==> src/rtl/riscv_pkg.sv <==
// Shared RISC-V front-end definitions: major-opcode field values (instr[6:2]),
// the canonical NOP encoding and the fetch FSM state type.
package riscv_pkg;

    localparam logic [4:0] OP_LOAD   = 5'b00000;
    localparam logic [4:0] OP_AUIPC  = 5'b00101;
    localparam logic [4:0] OP_STORE  = 5'b01000;
    localparam logic [4:0] OP_R      = 5'b01100;
    localparam logic [4:0] OP_LUI    = 5'b01101;
    localparam logic [4:0] OP_BRANCH = 5'b11000;
    localparam logic [4:0] OP_JALR   = 5'b11001;
    localparam logic [4:0] OP_JAL    = 5'b11011;

    // addi x0, x0, 0
    localparam logic [31:0] NOP_INSTR = 32'h0000_0013;

    typedef enum logic [1:0] {
        ST_IDLE,
        ST_REQ,
        ST_WAIT,
        ST_DROP
    } fetch_state_t;

endpackage

==> src/rtl/instr_fetch_unit_if.sv <==
// Instruction-memory read port: req/gnt address phase, rvalid/rdata data phase.
// The fetch unit is the master; the memory (or its model) is the slave.
interface instr_fetch_unit_if #(
    parameter int XLEN = 32
);
    logic            imem_req;
    logic [XLEN-1:0] imem_addr;
    logic            imem_gnt;
    logic            imem_rvalid;
    logic [XLEN-1:0] imem_rdata;

    modport master (
        output imem_req,
        output imem_addr,
        input  imem_gnt,
        input  imem_rvalid,
        input  imem_rdata
    );

    modport slave (
        input  imem_req,
        input  imem_addr,
        output imem_gnt,
        output imem_rvalid,
        output imem_rdata
    );
endinterface

==> src/rtl/ifu_fifo.sv <==
// Instruction buffer: power-of-two deep FIFO with flush and occupancy count.
// Head is read from registered storage, so nothing combinational reaches the outputs.
module ifu_fifo #(
    parameter int  DEPTH = 2,
    parameter int  WIDTH = 64,
    localparam int CW    = $clog2(DEPTH) + 1
) (
    input  logic             clk,
    input  logic             rst_n,
    input  logic             push,
    input  logic [WIDTH-1:0] push_data,
    input  logic             pop,
    input  logic             flush,
    output logic [WIDTH-1:0] head,
    output logic [CW-1:0]    count
);
    localparam int AW = $clog2(DEPTH);

    logic [WIDTH-1:0] mem [DEPTH];
    logic [AW-1:0]    wr_ptr;
    logic [AW-1:0]    rd_ptr;
    logic             do_push;
    logic             do_pop;

    assign do_pop  = pop && (count != '0);
    // Push into a full buffer is only accepted when the head leaves in the same cycle.
    assign do_push = push && ((count != CW'(DEPTH)) || do_pop);
    assign head    = mem[rd_ptr];

    // NOTE: state registers use <= so every flop samples pre-edge values, independent of block order.
    always_ff @(posedge clk) begin
        if (!rst_n || flush) begin
            wr_ptr <= '0;
            rd_ptr <= '0;
            count  <= '0;
        end else begin
            if (do_push) wr_ptr <= wr_ptr + AW'(1);
            if (do_pop)  rd_ptr <= rd_ptr + AW'(1);
            count <= count + CW'(do_push) - CW'(do_pop);
        end
    end

    // NOTE: storage is not reset; count gates validity, and a reset-free array maps to plain RAM/flops.
    always_ff @(posedge clk) begin
        if (do_push) mem[wr_ptr] <= push_data;
    end

endmodule

==> src/rtl/instr_fetch_unit.sv <==
// Fetch front end: owns the PC, keeps one imem read in flight, buffers words for decode.
// Define IFU_PERF_CNT_EN to add saturating perf_fetched / perf_dropped counters.
module instr_fetch_unit
    import riscv_pkg::*;
#(
    parameter int              XLEN      = 32,
    parameter logic [XLEN-1:0] RESET_PC  = '0,
    parameter int              BUF_DEPTH = 2
) (
    input  logic               clk,
    input  logic               rst_n,
    instr_fetch_unit_if.master imem,
    output logic               if_valid,
    output logic [31:0]        if_instr,
    output logic [4:0]         if_opcode,
    output logic [XLEN-1:0]    if_pc,
    input  logic               id_ready,
    input  logic               redir_valid,
    input  logic [XLEN-1:0]    redir_pc,
    output logic               fetch_misalign
`ifdef IFU_PERF_CNT_EN
    ,
    output logic [31:0]        perf_fetched,
    output logic [31:0]        perf_dropped
`endif
);
    localparam int              CW      = $clog2(BUF_DEPTH) + 1;
    localparam logic [XLEN-1:0] PC_STEP = XLEN'(4);

    fetch_state_t     state;
    logic [XLEN-1:0]  fetch_pc;
    logic             outstanding;
    logic [CW-1:0]    fifo_count;
    logic [XLEN+31:0] head;
    logic             granted;
    logic             push;
    logic             pop;
    logic             outstanding_after;

    // Issue only when the returning word is guaranteed a free slot.
    assign imem.imem_req  = (state == ST_REQ) &&
                            ((int'(fifo_count) + int'(outstanding)) < BUF_DEPTH);
    assign imem.imem_addr = fetch_pc;

    assign granted           = imem.imem_req && imem.imem_gnt;
    assign push              = (state == ST_WAIT) && imem.imem_rvalid && !redir_valid;
    assign pop               = if_valid && id_ready && !redir_valid;
    assign outstanding_after = (outstanding && !imem.imem_rvalid) || granted;

    // fetch_pc already advanced on grant, so the in-flight word belongs to fetch_pc - 4.
    ifu_fifo #(
        .DEPTH (BUF_DEPTH),
        .WIDTH (XLEN + 32)
    ) u_fifo (
        .clk       (clk),
        .rst_n     (rst_n),
        .push      (push),
        .push_data ({imem.imem_rdata[31:0], fetch_pc - PC_STEP}),
        .pop       (pop),
        .flush     (redir_valid),
        .head      (head),
        .count     (fifo_count)
    );

    assign if_valid  = (fifo_count != '0);
    assign if_instr  = if_valid ? head[XLEN +: 32] : NOP_INSTR;
    assign if_pc     = if_valid ? head[XLEN-1:0] : '0;
    assign if_opcode = if_instr[6:2];

    always_ff @(posedge clk) begin
        if (!rst_n) begin
            state          <= ST_IDLE;
            fetch_pc       <= RESET_PC;
            outstanding    <= 1'b0;
            fetch_misalign <= 1'b0;
        end else begin
            outstanding <= outstanding_after;
            if (fetch_misalign) begin
                state <= ST_IDLE;
            end else if (redir_valid) begin
                fetch_pc <= redir_pc;
                if (redir_pc[1:0] != 2'b00) begin
                    fetch_misalign <= 1'b1;
                    state          <= ST_IDLE;
                end else begin
                    state <= outstanding_after ? ST_DROP : ST_REQ;
                end
            end else begin
                unique case (state)
                    ST_IDLE: state <= ST_REQ;
                    ST_REQ: begin
                        if (granted) begin
                            fetch_pc <= fetch_pc + PC_STEP;
                            state    <= ST_WAIT;
                        end
                    end
                    ST_WAIT, ST_DROP: begin
                        if (imem.imem_rvalid) state <= ST_REQ;
                    end
                endcase
            end
        end
    end

`ifdef IFU_PERF_CNT_EN
    logic        discarded;
    logic [32:0] fetched_sum;
    logic [32:0] dropped_sum;

    // Any returned word that does not land in the buffer counts as dropped.
    assign discarded   = imem.imem_rvalid && outstanding && !push;
    assign fetched_sum = {1'b0, perf_fetched} + 33'(push);
    assign dropped_sum = {1'b0, perf_dropped} + 33'(discarded) +
                         (redir_valid ? 33'(fifo_count) : 33'd0);

    always_ff @(posedge clk) begin
        if (!rst_n) begin
            perf_fetched <= '0;
            perf_dropped <= '0;
        end else begin
            perf_fetched <= fetched_sum[32] ? '1 : fetched_sum[31:0];
            perf_dropped <= dropped_sum[32] ? '1 : dropped_sum[31:0];
        end
    end
`endif

endmodule

==> src/flat_wrapper.sv <==
// flat-port wrapper written by rule: the top's interface ports become plain ports
module instr_fetch_unit_flat import riscv_pkg::*;
#(
    parameter int              XLEN      = 32,
    parameter logic [XLEN-1:0] RESET_PC  = '0,
    parameter int              BUF_DEPTH = 2
)
  (clk, rst_n, if_valid, if_instr, if_opcode, if_pc, id_ready, redir_valid, redir_pc, fetch_misalign, imem_imem_req, imem_imem_addr, imem_imem_gnt, imem_imem_rvalid, imem_imem_rdata);
  instr_fetch_unit_if #(.XLEN(XLEN)) imem_i ();
  input  logic clk;
  input  logic rst_n;
  output logic if_valid;
  output logic [31:0] if_instr;
  output logic [4:0] if_opcode;
  output logic [XLEN-1:0] if_pc;
  input  logic id_ready;
  input  logic redir_valid;
  input  logic [XLEN-1:0] redir_pc;
  output logic fetch_misalign;
  output wire logic [$bits(imem_i.imem_req)-1:0] imem_imem_req;
  output wire logic [$bits(imem_i.imem_addr)-1:0] imem_imem_addr;
  input wire logic [$bits(imem_i.imem_gnt)-1:0] imem_imem_gnt;
  input wire logic [$bits(imem_i.imem_rvalid)-1:0] imem_imem_rvalid;
  input wire logic [$bits(imem_i.imem_rdata)-1:0] imem_imem_rdata;
  assign imem_imem_req = imem_i.imem_req;
  assign imem_imem_addr = imem_i.imem_addr;
  assign imem_i.imem_gnt = imem_imem_gnt;
  assign imem_i.imem_rvalid = imem_imem_rvalid;
  assign imem_i.imem_rdata = imem_imem_rdata;
  instr_fetch_unit #(.XLEN(XLEN), .RESET_PC(RESET_PC), .BUF_DEPTH(BUF_DEPTH)) u_core (.clk(clk), .rst_n(rst_n), .imem(imem_i), .if_valid(if_valid), .if_instr(if_instr), .if_opcode(if_opcode), .if_pc(if_pc), .id_ready(id_ready), .redir_valid(redir_valid), .redir_pc(redir_pc), .fetch_misalign(fetch_misalign));
endmodule
==> config.mk <==
export PLATFORM = sky130hd
export DESIGN_NAME = instr_fetch_unit_flat
export DESIGN_NICKNAME = d
export VERILOG_FILES = /design/src/rtl/riscv_pkg.sv /design/src/rtl/instr_fetch_unit_if.sv /design/src/rtl/ifu_fifo.sv /design/src/rtl/instr_fetch_unit.sv /design/src/flat_wrapper.sv
export SDC_FILE = /design/constraint.sdc
export NUM_CORES = 1
export LEC_CHECK = 0
export CORE_MARGIN = 1.5
export CORE_UTILIZATION = 51
export CTS_BUF_LIST = sky130_fd_sc_hd__clkbuf_4 sky130_fd_sc_hd__clkbuf_8 sky130_fd_sc_hd__clkbuf_16
export DETAILED_ROUTE_END_ITERATION = 7
export HOLD_SLACK_MARGIN = 0.02
export PLACE_DENSITY = 0.81
export REMOVE_ABC_BUFFERS = 1
export SETUP_SLACK_MARGIN = 0.3
export SYNTH_ARGS = -nofsm -noshare
export SYNTH_HDL_FRONTEND = slang
export SYNTH_SLANG_ARGS = --single-unit
==> constraint.sdc <==
create_clock -name clk -period 6.35 [get_ports clk]
set_clock_uncertainty 0.15 [all_clocks]
set_input_delay 1.27 -clock clk [delete_from_list [all_inputs] [get_ports clk]]
set_output_delay 1.27 -clock clk [all_outputs]
set_load 0.005 [all_outputs]
Word-level counts from Yosys, hierarchy flattened
Memory sizes are Yosys's and may differ from the RTL's. A register that Yosys moved wholly into a read port is not among the register bits.
Index checks and enable logic that the tools add are counted.
{"block": "totals", "register_bits": 40, "latch_bits": 0, "ramBits": 128, "romBits": 0, "inputBits": 70, "out_inout_bits": 104, "elab_cells": 66, "memories": 1}
{"block": "op_classes", "n_addsub": 7, "mul": 0, "div_mod_pow": 0, "magnitude_cmp": 1, "n_eq_ne": 6, "shift": 0, "n_mux": 18, "n_bitwise": 2, "reduce_logical": 24}
{"memory": "u_core.u_fifo.mem", "depth": 2, "width": 64, "rd": 1, "rd_clocked_by_memory_dff": 1, "wr": 1, "line": "ifu_fifo.sv:19", "source": "logic [WIDTH-1:0] mem [DEPTH];"}
{"cell": "$mux 32", "n": 5}
{"cell": "$add 32x3->32 const B", "n": 1}
{"cell": "$lt 32x3->1 const B", "n": 1}
{"cell": "$sub 32x3->32 const B", "n": 1}
{"cell": "$mux 2", "n": 5}
{"cell": "$logic_and 1x1->1", "n": 9}
{"cell": "$reduce_bool 2->1", "n": 4}
{"cell": "$mux 1", "n": 7}
{"cell": "$pmux 2 s3", "n": 1}
{"cell": "$eq 2x2->1 const B", "n": 2}
{"cell": "$reduce_or 2->1", "n": 2}
{"cell": "$add 2x1->3", "n": 1}
{"cell": "$logic_not 1->1", "n": 3}
{"cell": "$logic_or 1x1->1", "n": 3}
{"cell": "$ne 3x2->1 const B", "n": 1}
{"cell": "$ne 3x3->1 const B", "n": 1}
{"cell": "$reduce_and 3->1", "n": 1}
{"cell": "$add 1x1->1 const B", "n": 2}
{"cell": "$add 2x1->2", "n": 1}
{"cell": "$eq 2x1->1 const B", "n": 1}
{"cell": "$logic_not 2->1", "n": 1}
{"cell": "$ne 2x2->1 const B", "n": 1}
{"cell": "$not 1->1", "n": 2}
{"cell": "$reduce_and 2->1", "n": 1}
{"cell": "$sub 2x1->2", "n": 1}

Longest topological paths before layout
{"block": "logic_depth", "word_depth": 8, "mapped_depth": 9, "mapped_depth_nobuf": 9}

Hierarchy
A second synthesis with hierarchy kept.
{"block": "unflattened", "cells_unflattened": 683, "hier_area_um2": 8373.0}
{"module": "ifu_fifo", "n_inst": 1, "cells_per_inst": 225, "area_each_um2": 5175.0, "seq_area_each_um2": 3943.8}
{"module": "instr_fetch_unit", "n_inst": 1, "cells_per_inst": 458, "area_each_um2": 3198.1, "seq_area_each_um2": 720.7}

Least setup slack after synthesis
No wires, ideal clock.
{"block": "synth_path", "path_type": "input-to-reg", "startpoint": "in imem_imem_rvalid", "endpoint": "mem u_core.u_fifo.mem[0][0] (enable)", "arrival_time_ps": 4637, "path_slack_ps": 1076, "cell_stages": 3, "path_buffers": 0, "path_cell_list": "nor4bb_1 nand2_1 nor2_1"}
{"block": "synth_between", "elab_chain_cells": 5}
{"element": "start: declaration", "line": "flat_wrapper.sv:23", "source": "input wire logic [$bits(imem_i.imem_rvalid)-1:0] imem_imem_rvalid;"}
{"element": "$logic_and 1x1->1 (2 in a row)", "line": "instr_fetch_unit.sv:46", "source": "assign push = (state == ST_WAIT) && imem.imem_rvalid && !redir_valid;"}
{"element": "$logic_and 1x1->1", "line": "ifu_fifo.sv:27", "source": "assign do_push = push && ((count != CW'(DEPTH)) || do_pop);"}
{"element": "$mux 1", "line": "ifu_fifo.sv:45", "source": "if (do_push) mem[wr_ptr] <= push_data;"}
{"element": "$mux 1 (implied by the code)", "line": "ifu_fifo.sv:45"}
{"element": "end: declaration", "line": "ifu_fifo.sv:19"}
No other way between the ends.

Worst setup path in the final report
{"block": "layout_path", "startpoint": "in redir_valid", "endpoint": "mem u_core.u_fifo.mem[0][46] (enable)"}
{"block": "layout_between", "elab_chain_cells": 7, "word_cells_on_any_way": 8}
{"element": "start: declaration", "line": "flat_wrapper.sv:17", "source": "input logic redir_valid;"}
{"element": "$logic_not 1->1 *", "line": "instr_fetch_unit.sv:46, instr_fetch_unit.sv:47"}
{"element": "$logic_and 1x1->1", "line": "instr_fetch_unit.sv:47", "source": "assign pop = if_valid && id_ready && !redir_valid;"}
{"element": "$logic_and 1x1->1", "line": "ifu_fifo.sv:25", "source": "assign do_pop = pop && (count != '0);"}
{"element": "$logic_or 1x1->1", "line": "ifu_fifo.sv:27"}
{"element": "$logic_and 1x1->1 *", "line": "ifu_fifo.sv:27"}
{"element": "$mux 1 *", "line": "ifu_fifo.sv:45"}
{"element": "$mux 1 (implied by the code) *", "line": "ifu_fifo.sv:45"}
Mark *: on every way between the ends. The rest lies on a longest branch, timed or not.

==> flow_metrics.tcl <==
set metrics [dict create \
    setup_viol 0 \
    root_buffer "clkbuf_16" \
    coreArea_um2 15100 \
    clk_path_buf_depth 2 \
    vias 6084 \
    fin_crit_ps 4170 \
    die_x_um 127 \
    cap_violations 0 \
    clock_sinks 169 \
    area.growth.synth_to_final_pct 30.4 \
    routed_wirelength_um 19200 \
    drt_iter0_markers 512 \
    dp_hpwl_um 12800 \
    netlist_area_um2 7850 \
    ant_nets 0 \
    syn_inst 687 \
    design_area_um2 10200 \
    grt_pass1_wl_um 30000 \
    worstSkewPairLatency_ps 420 \
    rows 45 \
    fin_crit_sh 0.656 \
    ys_seq_area_frac 0.595 \
    ys_types 58 \
    final.setup.tns_ps 0 \
    postSynthAreaPerCell_um2 11.4 \
    combPwrFrac 0.103 \
    grt_max_degree 65 \
    cts_resized 0 \
    grt_setup_unrepaired "no" \
    synthFlopType "edfxtp_1" \
    intPower_mw 1.94 \
    hold_buffers 0 \
    first_pass_iters 5 \
    antenna_found_initial 0 \
    final_layout_size_suffix_gt1_frac 0.0639 \
    hold_viol_final 0 \
    final-max-slew-violation-count 0 \
    gp_congestion 0.869 \
    grt_util_all_layers 0.238 \
    p_sw_uw 599 \
    p_sw_frac 0.236 \
    hp-class "reg -> reg" \
    h-tree-depth 4 \
    synthArstFlopShare 0 \
    cp.arrival_ps 4120 \
    synth-seq-cells 169 \
    grt_pass1_vias 5935 \
    tightest_slew_ps 1100 \
    cts-buffers-inserted 17 \
    cts_tree "done" \
    cts.clk_slew.worst_paths_ps 60 \
    crit_type "in -> reg" \
    cp_data_required_time_ps 6300 \
    cp_max_fo 44 \
    wl_per_cell_um 18.5 \
    floorplan.initialDensity 0.520 \
    via_per_inst 5.89 \
    vdd_ir_drop_max_uv 176 \
    pin_count 174 \
    io_buffers 173 \
    dpl_cell_area_um2 9650 \
    synth-edff-count 128 \
    die-area_um2 16100 \
    crit_path_end_kind "flip-flop" \
    p_per_area_nw_per_um2 248 \
    num_antenna_cells 0 \
    nets 905 \
    post-route-drc-count 0 \
    cts_setup_buffers 0 \
    status "finished, final reports clean" \
    grt_overflow_total 0 \
    max_clock_freq_ghz 0.240 \
    leakage_nw 3.36 \
    yosysWarnings 0 \
    slew_headroom 0.263 \
    pwr-share-seq 0.500 \
    pre_cts_ws_ps 1750 \
    startpoint_type "input port" \
    dieHeight_um 127 \
    setup_slack_ps 2180 \
    p_clk_frac 0.398 \
]
==> worst paths after layout <==
path	from	end	slack [ps]	depth (start not counted)
hold / removal	u_core.imem.imem_addr[1]	u_core.imem.imem_addr[1]	360	2
setup / recovery	redir_valid	u_core.u_fifo.mem[0][46]	2180	6
setup reg to reg	u_core.state[1]	u_core.u_fifo.mem[0][46]	3380	4
hold reg to reg	u_core.imem.imem_addr[1]	u_core.imem.imem_addr[1]	360	2
==> sequential cells by signal, summed over array words and instances, names as in the netlist, named ones only <==
name / cells
u_core.fetch_misalign: 1
u_core.imem.imem_addr: 32
u_core.outstanding: 1
u_core.state: 2
u_core.u_fifo.count: 2
u_core.u_fifo.mem: 128
u_core.u_fifo.rd_ptr: 1
u_core.u_fifo.wr_ptr: 1
==> cell type report <==
type                    count  area [um2]
flip-flops and latches    169        4670
repair buffers            181        1790
well taps                 188         235
clock buffers              18         433
inverters                  10        37.5
multi-input cells         453        2910
fillers                  1138        4860
clock inverters            14         150
==> metrics by stage <==
step | instances | power [mW] | hold slack [ps] | utilization
5_1_grt | 1033 | 2.61 | 379 | 0.678
6_report | 1033 | 2.54 | 361 | 0.678
3_5_place_dp | 1001 | 1.55 | 352 | 0.639
2_1_floorplan | 632 | 1.41 | 321 | -
3_3_place_gp | 1001 | 1.54 | 336 | 0.639
4_1_cts | 1033 | 2.54 | 361 | 0.678
==> cell usage after synthesis, types with 5 or more instances <==
library cell	count	area (um2)
a31oi_1	6	37.5
xnor2_1	7	61.3
nand3_1	11	55.1
edfxtp_1	128	3840
nand2_1	58	218
or4_1	7	52.6
buf_1	10	37.5
a22o_1	5	43.8
xor2_1	23	201
a21oi_1	22	110
buf_4	7	52.6
clkbuf_1	32	120
nor2_1	96	360
mux2i_1	68	681
inv_1	9	33.8
o21ai_0	13	65.1
dfxtp_1	41	821
nor3_1	21	105
nor4_1	11	68.8
or3_1	7	43.8
and3_1	5	31.3
a22oi_1	12	90.1
o211ai_1	10	75.1
nand4_1	8	50.1
==> worst max-delay path, stage by stage <==
cell,delay [ps]
clkdlybuf4s50_1,400
buf_4,270
nor4bb_1,660
nand2_1,350
nor2_4,720
buf_4,410
==> power by group through the flow <==
stage | combinational (mW) | clock (mW) | sequential, mW
2_1_floorplan | 0.127 | 0 | 1.28
3_3_place_gp | 0.247 | 0 | 1.29
3_5_place_dp | 0.257 | 0 | 1.29
4_1_cts | 0.259 | 1.01 | 1.27
5_1_grt | 0.281 | 1.06 | 1.27
6_report | 0.260 | 1.01 | 1.27
==> cell usage in the layout, fill, tap and decap left out, types with 3 or more instances in the layout <==
cell / n
a21oi_1: 22
a22o_1: 5
a22oi_1: 12
a31oi_1: 6
a32o_1: 3
and3_1: 5
buf_4: 8
clkbuf_16: 17
clkdlybuf4s50_1: 173
clkinvlp_4: 6
dfxtp_1: 40
edfxtp_1: 128
ha_1: 3
inv_1: 9
mux2i_1: 68
nand2_1: 58
nand2b_1: 4
nand3_1: 11
nand3b_1: 4
nand4_1: 8
nor2_1: 93
nor2_4: 3
nor2b_1: 3
nor3_1: 21
nor4_1: 11
o211ai_1: 10
o21ai_0: 13
o22ai_1: 4
o31ai_1: 3
or3_1: 7
or4_1: 7
or4_4: 4
xnor2_1: 7
xor2_1: 23
==> cells by family after synthesis <==
kind of cell | share of synthesized area
AOI/OAI and AO/OA | 0.0860
and+or+nand+nor | 0.157
DFF | 0.595
buffers and inverters | 0.0370
xor gates and xnor gates | 0.0335
muxes | 0.0868
adders and majority gates | 0.00479
==> metal layers <==
metal / part of all wire / GRT usage
met5: 0 / 0
met4: 0.029 / 0.112
met3: 0.078 / 0.0406
met2: 0.49 / 0.398
met1: 0.41 / 0.304
Power figures use the tool's default switching activity.
